[src/rtl/xrisc_muldiv_unit.sv]
// Iterative RISC-V M-extension multiply/divide unit: one radix-2 step per cycle,
// fixed XLEN+2 cycle occupancy, start/busy/done handshake with kill abort.
module xrisc_muldiv_unit #(
  parameter int XLEN = 32
) (
  input  logic            clk,
  input  logic            reset,
  input  logic            start,
  input  logic            kill,
  input  logic [2:0]      op,
  input  logic [XLEN-1:0] a,
  input  logic [XLEN-1:0] b,
  output logic            busy,
  output logic            done,
  output logic [XLEN-1:0] result
);

  localparam int CW = $clog2(XLEN) + 1;

  typedef enum logic [1:0] {IDLE, CALC, FIX} state_t;

  // Handshake: start is taken on an edge only in IDLE with kill low; busy is high
  // in CALC and FIX; done is a one-cycle pulse in the first IDLE cycle after FIX.
  state_t          state;
  logic [CW-1:0]   count;
  logic [2:0]      op_q;
  logic [XLEN-1:0] mag_a, mag_b, hi, lo;
  logic            sign_a, neg_res, b_zero;

  logic            in_sa, in_sb;
  logic [XLEN-1:0] in_mag_a, in_mag_b;
  logic [XLEN:0]   add_sum, shifted, diff;
  logic [2*XLEN-1:0] prod, prod_s;
  logic [XLEN-1:0] quo, rem, fix_val;

  always_comb begin
    in_sa    = a[XLEN-1] & (op == 3'b001 || op == 3'b010 || op == 3'b100 || op == 3'b110);
    in_sb    = b[XLEN-1] & (op == 3'b001 || op == 3'b100 || op == 3'b110);
    in_mag_a = in_sa ? -a : a;
    in_mag_b = in_sb ? -b : b;
  end

  always_comb begin
    add_sum = {1'b0, hi} + (lo[0] ? {1'b0, mag_a} : '0);
    shifted = {hi, lo[XLEN-1]};
    diff    = shifted - {1'b0, mag_b};
  end

  // MIN_INT / -1 needs no special branch: magnitudes give 2^(XLEN-1) / 1 with
  // both signs negative, so the quotient stays MIN_INT and the remainder 0.
  always_comb begin
    prod    = {hi, lo};
    prod_s  = neg_res ? -prod : prod;
    quo     = neg_res ? -lo : lo;
    rem     = sign_a ? -hi : hi;
    fix_val = '0;
    case (op_q)
      3'b000:                 fix_val = prod_s[XLEN-1:0];
      3'b001, 3'b010, 3'b011: fix_val = prod_s[2*XLEN-1:XLEN];
      3'b100, 3'b101:         fix_val = b_zero ? '1 : quo;
      default:                fix_val = b_zero ? (sign_a ? -mag_a : mag_a) : rem;
    endcase
  end

  assign busy = (state != IDLE);

  always_ff @(posedge clk) begin
    if (reset) begin
      state   <= IDLE;
      count   <= '0;
      op_q    <= '0;
      mag_a   <= '0;
      mag_b   <= '0;
      hi      <= '0;
      lo      <= '0;
      sign_a  <= 1'b0;
      neg_res <= 1'b0;
      b_zero  <= 1'b0;
      done    <= 1'b0;
      result  <= '0;
    end else begin
      done <= 1'b0;
      case (state)
        IDLE: begin
          if (start && !kill) begin
            op_q    <= op;
            mag_a   <= in_mag_a;
            mag_b   <= in_mag_b;
            sign_a  <= in_sa;
            neg_res <= in_sa ^ in_sb;
            b_zero  <= (b == '0);
            hi      <= '0;
            lo      <= op[2] ? in_mag_a : in_mag_b;
            count   <= CW'(XLEN);
            state   <= CALC;
          end
        end
        CALC: begin
          if (kill) begin
            state <= IDLE;
          end else begin
            if (!op_q[2]) begin
              hi <= add_sum[XLEN:1];
              lo <= {add_sum[0], lo[XLEN-1:1]};
            end else if (!diff[XLEN]) begin
              hi <= diff[XLEN-1:0];
              lo <= {lo[XLEN-2:0], 1'b1};
            end else begin
              hi <= shifted[XLEN-1:0];
              lo <= {lo[XLEN-2:0], 1'b0};
            end
            count <= count - 1'b1;
            if (count == CW'(1)) state <= FIX;
          end
        end
        FIX: begin
          state <= IDLE;
          if (!kill) begin
            result <= fix_val;
            done   <= 1'b1;
          end
        end
        default: state <= IDLE;
      endcase
    end
  end

endmodule

[config.mk]
export PLATFORM = sky130hd
export DESIGN_NAME = xrisc_muldiv_unit
export DESIGN_NICKNAME = d
export VERILOG_FILES = /design/src/rtl/xrisc_muldiv_unit.sv
export SDC_FILE = /design/constraint.sdc
export NUM_CORES = 1
export LEC_CHECK = 0
export ABC_AREA = 1
export CORE_MARGIN = 2
export CORE_UTILIZATION = 51
export CTS_CLUSTER_SIZE = 24
export DETAILED_ROUTE_END_ITERATION = 8
export GPL_ROUTABILITY_DRIVEN = 0
export PLACE_DENSITY = 0.72
export SYNTH_ARGS = -nofsm -noshare
export SYNTH_HDL_FRONTEND = slang
export SYNTH_SLANG_ARGS = --single-unit
[constraint.sdc]
create_clock -name clk -period 2.4 [get_ports clk]
set_input_delay 0.36 -clock clk [delete_from_list [all_inputs] [get_ports clk]]
set_output_delay 0.36 -clock clk [all_outputs]
set_load 0.01 [all_outputs]
==> impl_metrics.toml <==
[outcome]
status = "finished with violations"
violations = "negative setup slack"

[power_and_ir_drop]
power_frac_clock_pct = 28.1
p_comb_share_pct = 41.1
vdd_drop_max_uv = 549
finalPower_mw = 10.3
netSwitchingFraction_pct = 41.3
p_seq_share_pct = 30.8
p_int_mw = 6.07
p_per_area_nw_per_um2 = 421
p_leak_nw = 11.7
switchingPower_mw = 4.26

[sta]
fin_ws_ns = -0.0736
max_slew_margin_pct = 43.8
rsz0062_at_grt = "yes"
worst_pin_slew_ns = 0.843
fmax_mhz = 404
finClkSkew_ns = 0.0148
finalCritPeriodShare_pct = 103
slew_violations = 0
setup-violations-final = 13
period_needed_ns = 2.47
hold_violations = 0

[finish]
antenna-diode-count = 0
fin_cells = 4282
layout.cells.most_common = "nand2_1"
syn2layout_area_growth_pct = 31.1
mostFrequentLayoutCells = "nand2_1, inv_1, nand3_1"
finalNetCount = 3945
drive_gt1_share_pct = 18.0
fill_cells = 3187

[run]
drv_cap = 0

[synth]
ys_top_cells_by_area = "nand2_1, dfxtp_1, nand3_1"
yosys_warnings = 0
synthArstFlopShare_pct = 0
syn_area_sq_um = 18700
synth-edff-count = 0
synth_nets = 3575
netlist.area_leader.share_pct = 19.7
synth_cell_types = 47
synth_cells = 3431
yosysTopAreaCell = "nand2_1"
ys_seq_area_share_pct = 18.7
syn_avg_cell_area_sq_um = 5.45
ys.flop_type = "dfxtp_1"
ys_ff_latch = 175

[placed_design]
io_buffers = 104
dp.final_hpwl_microns = 63000
dp_cells = 4230

[die]
die_y_microns = 195
rows = 70
dieArea_sq_um = 38200
initial_utilization_pct = 51.4
die_w_microns = 195
ios = 105
core_area_sq_um = 36300

[worst_setup_path]
critical_path.top_delay_family = "simple AND/OR/NAND/NOR gates"
path_class = "reg -> reg"
crit_slowest_cell = "dfxtp_2"
crit_path_max_incr_delay_ns = 0.48
cp_cell_sequence = "ha_1, nand2_1, nor2_1, and2_1, nand2_2, nand2_4, nand2_4, nand3_4, buf_12, nand2_8, nand2_2, nand3_2, nand3_2, a21oi_2"
ff2ff_setup_slack_ns = -0.07
r2r_cells = 14
crit_path_start_kind = "flop"
crit_path_end_kind = "flop"
critPathRequiredTime_ns = 2.80
r2r_start = "hi[7]"
critical_path.max_fanout = 8
worstSetupStartpoint = "hi[7]"
r2r-end = "hi[22]"
critPathBufInv = 1
worstPathArrival_ns = 2.87

[routing]
drt_iter0_drc = 3862
wl_microns = 81400
viasPerCell = 5.97
detail-route-antenna-nets = 0
drcViolationCount = 0
via_count = 25600
wl_per_cell_microns = 19.0
drt-pass1-iter-count = 7

[clock_network]
insertion_delay_ns = 0.47
path_clk_slew_ns = 0.08
cts_buffers = 17
cts_tree = "done"
htreeDepth = 4
clockBufferDepth = 2
ctsRootBufferMaster = "clkbuf_16"
cts.sinks = 175

[global_routing]
antenna_found_initial = 1
groute.usage.overall_pct = 40.8
grt_overflow = 0
grt_pass1_vias = 23200
grt_max_degree = 82
grt_pass1_wl_microns = 123000

[worst_hold_path]
hold_end = "result[5]"
min_from = "reset"
hold_class = "in -> reg"
hold_path_depth = 2
[layer usage]
metal,up-vias,part of all wire [%],routed length [microns],track usage (%)
li1,11900,-,-,-
met1,11400,37,30000,51.2
met2,1868,42,34100,62.6
met3,434,12,10100,8.01
met4,2,8.8,7130,29.7
met5,-,0.015,12,0
[cell families (layout without fill, tap and decap cells)]
group,count (synthesis),in the layout,share of synthesized area [%]
adders and majority gates,73,73,4.97
DFF,175,175,18.7
AOI/OAI and AO/OA,589,589,17.2
xor gates and xnor gates,71,71,3.33
buffers and inverters,631,1011,13.0
and+or+nand+nor,1892,1895,42.8
[worst register-to-register path: cells and delay by family, from the launching register on]
kind / cells / cell delay, ns
simple gates: 11 / 1.26
flops: 1 / 0.48
fa+ha+maj: 1 / 0.33
buf+inv: 1 / 0.22
compound gates: 1 / 0.13
[flip-flops by register name (all words and copies together), names as in the netlist]
register,flops
done,1
lo,32
b_zero,1
neg_res,1
op_q,3
mag_a,32
count,6
sign_a,1
mag_b,32
hi,32
result,32
state,2
[worst max path at each step]
stage	to	slack (ns)	cells after the start
after floorplan	hi[21]	0.04	16
after global placement	lo[14]	-0.17	11
after detailed placement	lo[14]	-0.28	11
after CTS	hi[27]	-0.002	17
after global routing	hi[31]	-0.16	19
final	hi[22]	-0.07	14
[synth_stat cells, types with 6 or more instances]
master,number
a21oi_1,231
a31oi_1,17
buf_1,14
buf_2,14
clkbuf_1,88
clkinv_1,6
dfxtp_1,175
ha_1,71
inv_1,491
inv_2,12
nand2_1,980
nand2_4,7
nand3_1,418
nand3b_1,8
nand4_1,50
nor2_1,349
nor2_2,8
nor3_1,39
o211ai_1,26
o21a_1,8
o21ai_0,222
o21ai_1,10
o21bai_1,14
o22ai_1,39
or2_2,8
xnor2_1,9
xor2_1,62
[final cells by class]
class / count / area (sq um) / area share [%]
Clock buffer: 20 / 467 / 1.90
Clock inverter: 12 / 124 / 0.505
Inverter: 509 / 1920 / 7.82
Multi-Input combinational cell: 2628 / 13900 / 56.8
Sequential cell: 175 / 3520 / 14.4
Tap cell: 468 / 586 / 2.39
Timing Repair Buffer: 470 / 3980 / 16.2
[what timing repair did]
| item | in CTS | in global routing |
|---|---|---|
| buffers inserted | 5 | 8 |
| hold buffers | 0 | 0 |
| resized for setup | 40 | 254 |
| gates cloned | 2 | 5 |
| endpoints found under the setup margin | 30 | 62 |
| pin swaps | 7 | 65 |
[through the flow]
step | util, % | worst slack [ns] | setup TNS [ns] | hold WS (ns) | cell area, sq um
after floorplan | - | 0.0407 | 0 | 0.429 | 18700
after global placement | 62.0 | -0.171 | -2.37 | 0.455 | 22500
after detailed placement | 62.0 | -0.285 | -6.30 | 0.455 | 22500
after CTS | 64.2 | -0.00161 | -0.00161 | 0.321 | 23300
after global routing | 67.4 | -0.158 | -2.76 | 0.334 | 24500
final | 67.4 | -0.0736 | -0.519 | 0.339 | 24500
[power by group through the flow]
stage | clock [mW] | sequential [mW] | combinational [mW]
2_1_floorplan | 0 | 3.20 | 2.24
3_3_place_gp | 0 | 3.22 | 3.69
3_5_place_dp | 0 | 3.23 | 3.76
4_1_cts | 2.89 | 3.16 | 3.82
5_1_grt | 2.98 | 3.19 | 4.54
6_report | 2.90 | 3.18 | 4.24
No activity file was read; power rests on OpenSTA's default activity.
